===== src/rtl/dmem_arbiter.sv =====
// Two-port data-memory arbiter: the pipeline MEM stage has priority; a debug/loader port uses req/gnt with a registered response.
// Optional starvation guard (forced debug grant after MAX_WAIT blocked cycles) is built when DMEM_ARB_STARVE_GUARD_EN is defined.
module dmem_arbiter #(
  parameter int ADDRESS_LINE = 8,
  parameter int MAX_WAIT     = 4
) (
  input  logic                    clock,
  input  logic                    reset,
  input  logic                    p_mem_read,
  input  logic                    p_mem_write,
  input  logic [ADDRESS_LINE-1:0] p_address,
  input  logic [7:0]              p_write_data,
  output logic [7:0]              p_read_data,
  output logic                    p_stall,
  input  logic                    d_req,
  input  logic                    d_we,
  input  logic [ADDRESS_LINE-1:0] d_address,
  input  logic [7:0]              d_write_data,
  output logic                    d_gnt,
  output logic                    d_valid,
  output logic [7:0]              d_read_data,
  output logic                    m_mem_read,
  output logic                    m_mem_write,
  output logic [ADDRESS_LINE-1:0] m_address,
  output logic [7:0]              m_write_data,
  input  logic [7:0]              m_read_data
);

  logic pipe_req;
  logic forced;
  logic pipe_own;

  assign pipe_req = p_mem_read | p_mem_write;

`ifdef DMEM_ARB_STARVE_GUARD_EN
  localparam logic [3:0] WAIT_LIMIT = 4'(MAX_WAIT);

  logic [3:0] wait_cnt;

  assign forced = pipe_req & d_req & (wait_cnt == WAIT_LIMIT);

  // Counts cycles the debug port is held off by the pipeline; any grant or dropped request restarts it.
  always_ff @(posedge clock) begin
    // NOTE: sequential state uses non-blocking assignments so every flop samples pre-edge values.
    if (reset) begin
      wait_cnt <= 4'd0;
    end else if (d_gnt || !d_req) begin
      wait_cnt <= 4'd0;
    end else if (pipe_own && wait_cnt != WAIT_LIMIT) begin
      wait_cnt <= wait_cnt + 4'd1;
    end
  end
`else
  assign forced = 1'b0;
`endif

  // Reset overrides every request so nothing reaches the memory while the system is held.
  assign d_gnt    = ~reset & d_req & (~pipe_req | forced);
  assign p_stall  = ~reset & forced;
  assign pipe_own = ~reset & pipe_req & ~forced;

  assign p_read_data = m_read_data;

  always_comb begin
    // NOTE: every output gets a default first so no path leaves a latch behind.
    m_mem_read   = 1'b0;
    m_mem_write  = 1'b0;
    m_address    = '0;
    m_write_data = 8'h00;
    if (d_gnt) begin
      m_mem_read   = ~d_we;
      m_mem_write  = d_we;
      m_address    = d_address;
      m_write_data = d_write_data;
    end else if (pipe_own) begin
      // A simultaneous read+write request resolves to the write.
      m_mem_read   = p_mem_read & ~p_mem_write;
      m_mem_write  = p_mem_write;
      m_address    = p_address;
      m_write_data = p_write_data;
    end
  end

  always_ff @(posedge clock) begin
    if (reset) begin
      d_valid     <= 1'b0;
      d_read_data <= 8'h00;
    end else begin
      d_valid <= d_gnt;
      if (d_gnt && !d_we) begin
        d_read_data <= m_read_data;
      end
    end
  end

endmodule

===== config.mk =====
export PLATFORM = sky130hd
export DESIGN_NAME = dmem_arbiter
export DESIGN_NICKNAME = d
export VERILOG_FILES = /design/src/rtl/dmem_arbiter.sv
export SDC_FILE = /design/constraint.sdc
export NUM_CORES = 1
export LEC_CHECK = 0
export BUFFER_PORTS_ARGS = -buffer_cell sky130_fd_sc_hd__buf_4
export CAP_MARGIN = 0
export CORE_AREA = 5 5 52 54
export DETAILED_ROUTE_END_ITERATION = 8
export DIE_AREA = 0 0 57 59
export PLACE_DENSITY_LB_ADDON = 0.15
export SLEW_MARGIN = 10
export SYNTH_ARGS = -nofsm -noshare
export SYNTH_HDL_FRONTEND = slang
export SYNTH_SLANG_ARGS = --single-unit

===== constraint.sdc =====
create_clock -name clock -period 2.1 [get_ports clock]
set_clock_uncertainty 0.2 [all_clocks]
set_input_delay 0.105 -clock clock [delete_from_list [all_inputs] [get_ports clock]]
set_output_delay 0.105 -clock clock [all_outputs]
set_load 0.01 [all_outputs]

## Word level (Yosys, flattened, before mapping)

Cells that the tools add are included.
W data, S select, Z words.

- Register bits: 9
- Input port bits: 46

- Multiplexer cells: 8
- Reductions and logical operators: 2
- Bitwise logic cells: 9

Operators with widths:

| operator | number |
|---|---|
| $mux W8 | 4 |
| $and A1 B1 Y1 | 4 |
| $mux W1 | 4 |
| $not A1 Y1 | 4 |
| $logic_and A1 B1 Y1 | 1 |
| $logic_not A1 Y1 | 1 |
| $or A1 B1 Y1 | 1 |

## Longest topological paths before layout

Gate-level depths: netlist (run 1).

- Depth in word-level cells: 4
- Gate-level depth with buffers: 4
- Depth with buffers taken out: 2

## Least setup slack after synthesis (run 1)

Ideal clock, no wire load.

- Path kind: input to output
- From: input reset
- To: output m_address[5]
- Data arrival time: 886 ps
- Setup slack: 909 ps
- Buffers on the path: 1
- Stages on the path: 3
- Cell sequence: nor4b_4 > buf_6 > a22o_2

- Word-level cells in the longest chain between the ends: 4

Ends and longest elaborated chain:

| what | line | source |
|---|---|---|
| start, declared | 8 | `input logic reset,` |
| $not A1 Y1 | 58 | `assign d_gnt = ~reset & d_req & (~pipe_req \| forced);` |
| $and A1 B1 Y1 (2 in a row) | 58 |  |
| net d_gnt | 19 | `output logic d_gnt,` |
| $mux W8 | 70 | `if (d_gnt) begin` |
| end, declared | 24 | `output logic [ADDRESS_LINE-1:0] m_address,` |

The timed path passes the listed nets, and every way through them passes these cells.

## Worst setup path after layout (run 1)

- From: input p_mem_read
- To: output m_write_data[6]

- Word-level cells in the longest chain between the ends: 4

Ends and longest elaborated chain:

| what | line | source |
|---|---|---|
| start, declared | 9 | `input logic p_mem_read,` |
| $or A1 B1 Y1 (*) | 33 | `assign pipe_req = p_mem_read \| p_mem_write;` |
| $and A1 B1 Y1 or $not A1 Y1 (tied branches) | 60, 58 |  |
| $mux W8 or $and A1 B1 Y1 (tied branches) | 75, 58 |  |
| $mux W8 (*) | 70 |  |
| end, declared | 25 | `output logic [7:0] m_write_data,` |

Every way passes the cells marked *; elsewhere a longest branch is shown, timed or not.

==> results_dict.tcl, run 1 <==
set metrics [dict create \
    p_switching_w 0.000137 \
    pwr_density_cell_nw_per_um2 373 \
    start_util 0.329 \
    clkLatencyLatePin_ps 260 \
    p_leak_nw 0.700 \
    hp-class "input port to flop" \
    gp_congestion 0.795 \
    tns_ps 0 \
    pwr-share-seq 0.338 \
    power_frac_clock 0.249 \
    drc 0 \
    path_clk_slew_ps 60 \
    path_class "input port to output pin" \
    period_needed_ps 1840 \
    cts_tree "done" \
    path_buf_inv 4 \
    dp_cells 171 \
    antenna_found_initial 0 \
    pre_cts_ws_ps 701 \
    vias 854 \
    avgSynthCellArea_sq_um 9.51 \
    grt_pass1_vias 872 \
    switching_share 0.262 \
    worst_hold_slack_ps 66.3 \
    crit_path_top_delay_cell "dlygate4sd3_1" \
    yosys_warnings 0 \
    row_count 17 \
    fin_cells 185 \
    cp-start-kind "input port" \
    cts_buffers 3 \
    crit_path_max_incr_delay_ps 530 \
    die_w_microns 57 \
    hold_violations 0 \
    cts_max_path_buffers 2 \
    synth_area_sq_um 713 \
    ys_types 19 \
    status "complete, no violations" \
    crit_path_max_fanout 17 \
    cts_root_buffer "clkbuf_4" \
    ys_seq_area_frac 0.253 \
    worst_slack_ps 259 \
    grt_first_pass_wirelength_mm 3.92 \
    syn_nets 121 \
    synth-seq-cells 9 \
    finalMaxSlewViolations 0 \
    viasPerCell 4.62 \
    internal_power_w 0.000386 \
    p_comb_frac 0.413 \
    cts.htree.levels 1 \
    drt_pass1_iterations 4 \
    diodes 0 \
    cap_violations 0 \
    r2r_setup_slack_ps 1300 \
    min_from "reset" \
    io_pins 83 \
    period_share 0.877 \
    grt_usage 0.144 \
    rsz0062_at_grt "false" \
    areaGrowthSynthToFinish_pct 96.3 \
    die_h_microns 59 \
    ctsResizeCount 0 \
    port_buffers 81 \
    fp.coreArea_sq_um 2170 \
    finalWirelength_mm 2.53 \
    syn_inst 75 \
    die_area_sq_um 3360 \
    drive_above_1_share 0.669 \
    cts_sinks 9 \
    wl_per_cell_microns 13.7 \
    cp-startpoint "p_mem_read" \
    vdd_drop_max_mv 0.432 \
    nets 204 \
    first_iter_violations 32 \
    end_kind "output pin" \
    hpwl_mm 1.93 \
    crit_chain "dlygate4sd3_1, buf_4, nor4b_4, buf_4, a22o_2, buf_4" \
    fmax_mhz 543 \
    cp_common_cell "buf_4" \
    critPathArrivalTime_ps 1540 \
    final_antenna_net_count 0 \
    grt_max_degree 22 \
    grt.overflow.total 0 \
    finalSetupViolCount 0 \
    cp.required_ps 1790 \
    cp_top_family "buffers and inverters" \
    reg2reg_from "d_read_data[2]$_SDFFE_PP0P_" \
]
[kinds of logic after synthesis]
family / count (synthesis) / synth area share
AOI/OAI and AO/OA: 19 / 0.256
buffers and inverters: 16 / 0.151
DFF: 9 / 0.253
muxes: 8 / 0.112
other: 1 / 0.00526
and+or+nand+nor: 22 / 0.223
[worst min-delay path: cells and delay by family]
kind	cells	cell delay, ps
buffers and inverters	1	190
multiplexers	1	50
AND/OR/NAND/NOR	1	130
[routing by layer]
layer / share of wire / global-route usage / vias to the layer above
li1: - / - / 421
met1: 0.36 / 0.142 / 383
met2: 0.51 / 0.285 / 50
met3: 0.13 / 0.0675 / 0
met4: 0 / 0.00993 / 0
met5: 0 / 0 / -
[Yosys cell counts]
master	n	area, sq um
clkbuf_2	1	5.00
nor2b_1	1	6.26
nor4b_4	1	23.8
o21a_1	1	7.51
buf_6	1	11.3
clkbuf_1	2	7.51
conb_1	1	3.75
nor2_1	1	3.75
dfxtp_1	9	180
mux2i_1	8	80.1
nand2b_1	16	100
buf_4	10	75.1
a22o_2	16	160
nor4b_1	2	17.5
o21ba_2	1	10.0
buf_2	1	5.00
nand3b_1	1	7.51
a21oi_1	1	5.00
inv_1	1	3.75
[cell type report]
cell class                 count  area, sq um
fill                         184          769
sequential                     9          180
tap                           28         35.0
inverter                       1         3.75
multi-input combinational     50          432
timing repair buffer          93          723
clock buffer                   4         26.3
[flip-flops by register name, summed over array words and instances, names as in the netlist]
name,count
d_read_data,8
d_valid,1
[through the flow]
stage | power, W | area (sq um) | util
global route | 0.000558 | 1400 | 0.645
detailed placement | 0.000383 | 1270 | 0.587
global placement | 0.000379 | 1270 | 0.587
CTS | 0.000529 | 1400 | 0.645
floorplan | 0.000268 | 713 | -
finish | 0.000523 | 1400 | 0.645
[cell usage in the layout, fill, tap and decap left out]
| master | Yosys | routed |
|---|---|---|
| buf_4 | 10 | 83 |
| a22o_2 | 16 | 16 |
| nand2b_1 | 16 | 16 |
| dlygate4sd3_1 | 0 | 10 |
| dfxtp_1 | 9 | 9 |
| mux2i_1 | 8 | 8 |
| clkbuf_4 | 0 | 3 |
| nor4b_4 | 1 | 1 |
| o21ba_2 | 1 | 1 |
| inv_1 | 1 | 1 |
| nand3b_1 | 1 | 1 |
| a21oi_1 | 1 | 1 |
| nor2b_1 | 1 | 1 |
| nor2_1 | 1 | 1 |
| o21a_1 | 1 | 1 |
| nor4b_2 | 0 | 1 |
| nor4b_1 | 2 | 1 |
| conb_1 | 1 | 1 |
| clkbuf_1 | 2 | 1 |
[path summary, 6_finish.rpt]
path / end / depth (start not counted)
max: m_write_data[6] / 6
min: d_read_data[1]$_SDFFE_PP0P_ / 3
max reg2reg: d_read_data[2]$_SDFFE_PP0P_ / 2
min reg2reg: d_read_data[3]$_SDFFE_PP0P_ / 2
[timing repair]
| item | 4_1_cts | 5_1_grt |
|---|---|---|
| hold endpoints to repair | 9 | 0 |
| buffers inserted | 0 | 0 |
| hold buffers | 10 | 0 |
[power groups by stage]
| stage | registers [W] | clock network, W | logic [W] |
|---|---|---|---|
| after floorplan | 0.000182 | 0 | 0.0000864 |
| after global placement | 0.000180 | 0 | 0.000199 |
| after detailed placement | 0.000180 | 0 | 0.000203 |
| after CTS | 0.000177 | 0.000136 | 0.000217 |
| after global routing | 0.000177 | 0.000149 | 0.000232 |
| final | 0.000177 | 0.000130 | 0.000216 |
Note: power is estimated with default switching activity, not from simulation.
==> run 2: changes to the inputs <==
--- a/config.mk
+++ b/config.mk
@@ -11,6 +11,7 @@
 export DETAILED_ROUTE_END_ITERATION = 8
 export DIE_AREA = 0 0 57 59
 export PLACE_DENSITY_LB_ADDON = 0.15
+export RECOVER_POWER = 25
 export SLEW_MARGIN = 10
 export SYNTH_ARGS = -nofsm -noshare
 export SYNTH_HDL_FRONTEND = slang
==> results_dict.tcl, run 2 (same netlist as run 1, synthesis figures left out) <==
set metrics [dict create \
    cap_violations 0 \
    final_common_cell "buf_4" \
    path_buf_inv 4 \
    largestRegisters "d_read_data: 8 flops, d_valid: 1 flops" \
    crit_path_top_delay_cell "dlygate4sd3_1" \
    tns_ps 0 \
    hold_violations 0 \
    largest-register "d_read_data" \
    areaGrowthSynthToFinish_pct 91.6 \
    grt_usage 0.144 \
    die_h_microns 59 \
    end_kind "output pin" \
    status "complete, no violations" \
    cp_top_family "buffers and inverters" \
    cts_tree "done" \
    multiInputGateArea_sq_um 432 \
    port_buffers 81 \
    io_pins 83 \
    pwr_density_cell_nw_per_um2 380 \
    cp.required_ps 1790 \
    vdd_drop_max_mv 0.431 \
    finalMaxSlewViolations 0 \
    fillers 191 \
    nets 204 \
    largest_reg_flops 8 \
    path_clk_slew_ps 60 \
    rsz0062_at_grt "false" \
    finalWirelength_mm 2.53 \
    cp-start-kind "input port" \
    grt_pass1_vias 872 \
    die_area_sq_um 3360 \
    ctsResizeCount 0 \
    crit_chain "dlygate4sd3_1, buf_4, nor4b_4, buf_4, a22o_2, buf_4" \
    first_iter_violations 27 \
    cts_sinks 9 \
    drt_pass1_iterations 4 \
    path_class "input port to output pin" \
    finalSetupViolCount 0 \
    p_leak_nw 0.662 \
    grt_first_pass_wirelength_mm 3.92 \
    diodes 0 \
    gp_congestion 0.795 \
    final_cell_mix "buf_4 (72), a22o_2 (16), nand2b_1 (16)" \
    period_needed_ps 1840 \
    hpwl_mm 1.93 \
    drc 0 \
    cp_common_cell "buf_4" \
    row_count 17 \
    vias 855 \
    cts_buffers 3 \
    period_share 0.877 \
    fin_util 0.630 \
    clkLatencyLatePin_ps 260 \
    crit_path_max_fanout 17 \
    antenna_found_initial 0 \
    grt.overflow.total 0 \
    totalPowerFinal_w 0.000519 \
    crit_path_max_incr_delay_ps 530 \
    drive_above_1_share 0.611 \
    cts_root_buffer "clkbuf_4" \
    wl_per_cell_microns 13.7 \
    fmax_mhz 543 \
    critPathArrivalTime_ps 1540 \
    seq_area_sq_um 180 \
    final_antenna_net_count 0 \
    fp.coreArea_sq_um 2170 \
    hp-class "input port to flop" \
    cts_max_path_buffers 2 \
    die_w_microns 57 \
    start_util 0.329 \
    grt_max_degree 22 \
    cts.htree.levels 1 \
    viasPerCell 4.62 \
]
[run 2: changes by cell type in the layout (fill, tap and decap cells not counted), sizes merged]
cell    before  now
buf         83   72
clkbuf       4   15
[run 2: final timing paths]
check | slack (ps) | cells after the start | startpoint | endpoint
max reg2reg | 1310 | 2 | d_read_data[2]$_SDFFE_PP0P_ | d_read_data[2]$_SDFFE_PP0P_
min reg2reg | 270 | 2 | d_read_data[3]$_SDFFE_PP0P_ | d_read_data[3]$_SDFFE_PP0P_
max | 260 | 6 | p_mem_read | m_write_data[6]
min | 60 | 3 | reset | d_read_data[1]$_SDFFE_PP0P_
[run 2: timing repair]
action,4_1_cts,5_1_grt
endpoints found under the hold margin,9,0
hold buffers,10,0
buffers inserted,0,0
[run 2: area by class of cell]
cell class,count,area share
timing repair buffer,93,0.505
multi-input combinational,50,0.316
sequential,9,0.132
tap,28,0.0256
clock buffer,4,0.0192
inverter,1,0.00275
[run 2: through the flow]
step | instance area, sq um | std cells | worst slack [ps] | hold slack, ps
3_3_place_gp | 1270 | 171 | 734 | 144
4_1_cts | 1400 | 185 | 256 | 63.7
6_report | 1370 | 185 | 258 | 64.5
2_1_floorplan | 713 | 75 | 909 | -17.7
3_5_place_dp | 1270 | 171 | 701 | 147
5_1_grt | 1370 | 185 | 191 | 94.5
[run 2: where the power goes]
group	leakage, nW	switching (W)	total [W]	internal [W]
Clock	0.0150	0.0000574	0.000130	0.0000730
Sequential	0.0729	0.00000190	0.000177	0.000175
Combinational	0.574	0.0000778	0.000213	0.000135
Total	0.662	0.000137	0.000519	0.000382
[run 2: per-layer routing]
metal  GRT usage  share of wire
met4     0.00993              0
met3      0.0675           0.13
met2       0.285           0.51
met5           0              0
met1       0.142           0.36
[run 2: tightest hold or removal path: cells and delay by family]
family,cells,cell delay [ps]
multiplexers,1,50
buffers and inverters,1,190
AND/OR/NAND/NOR,1,120
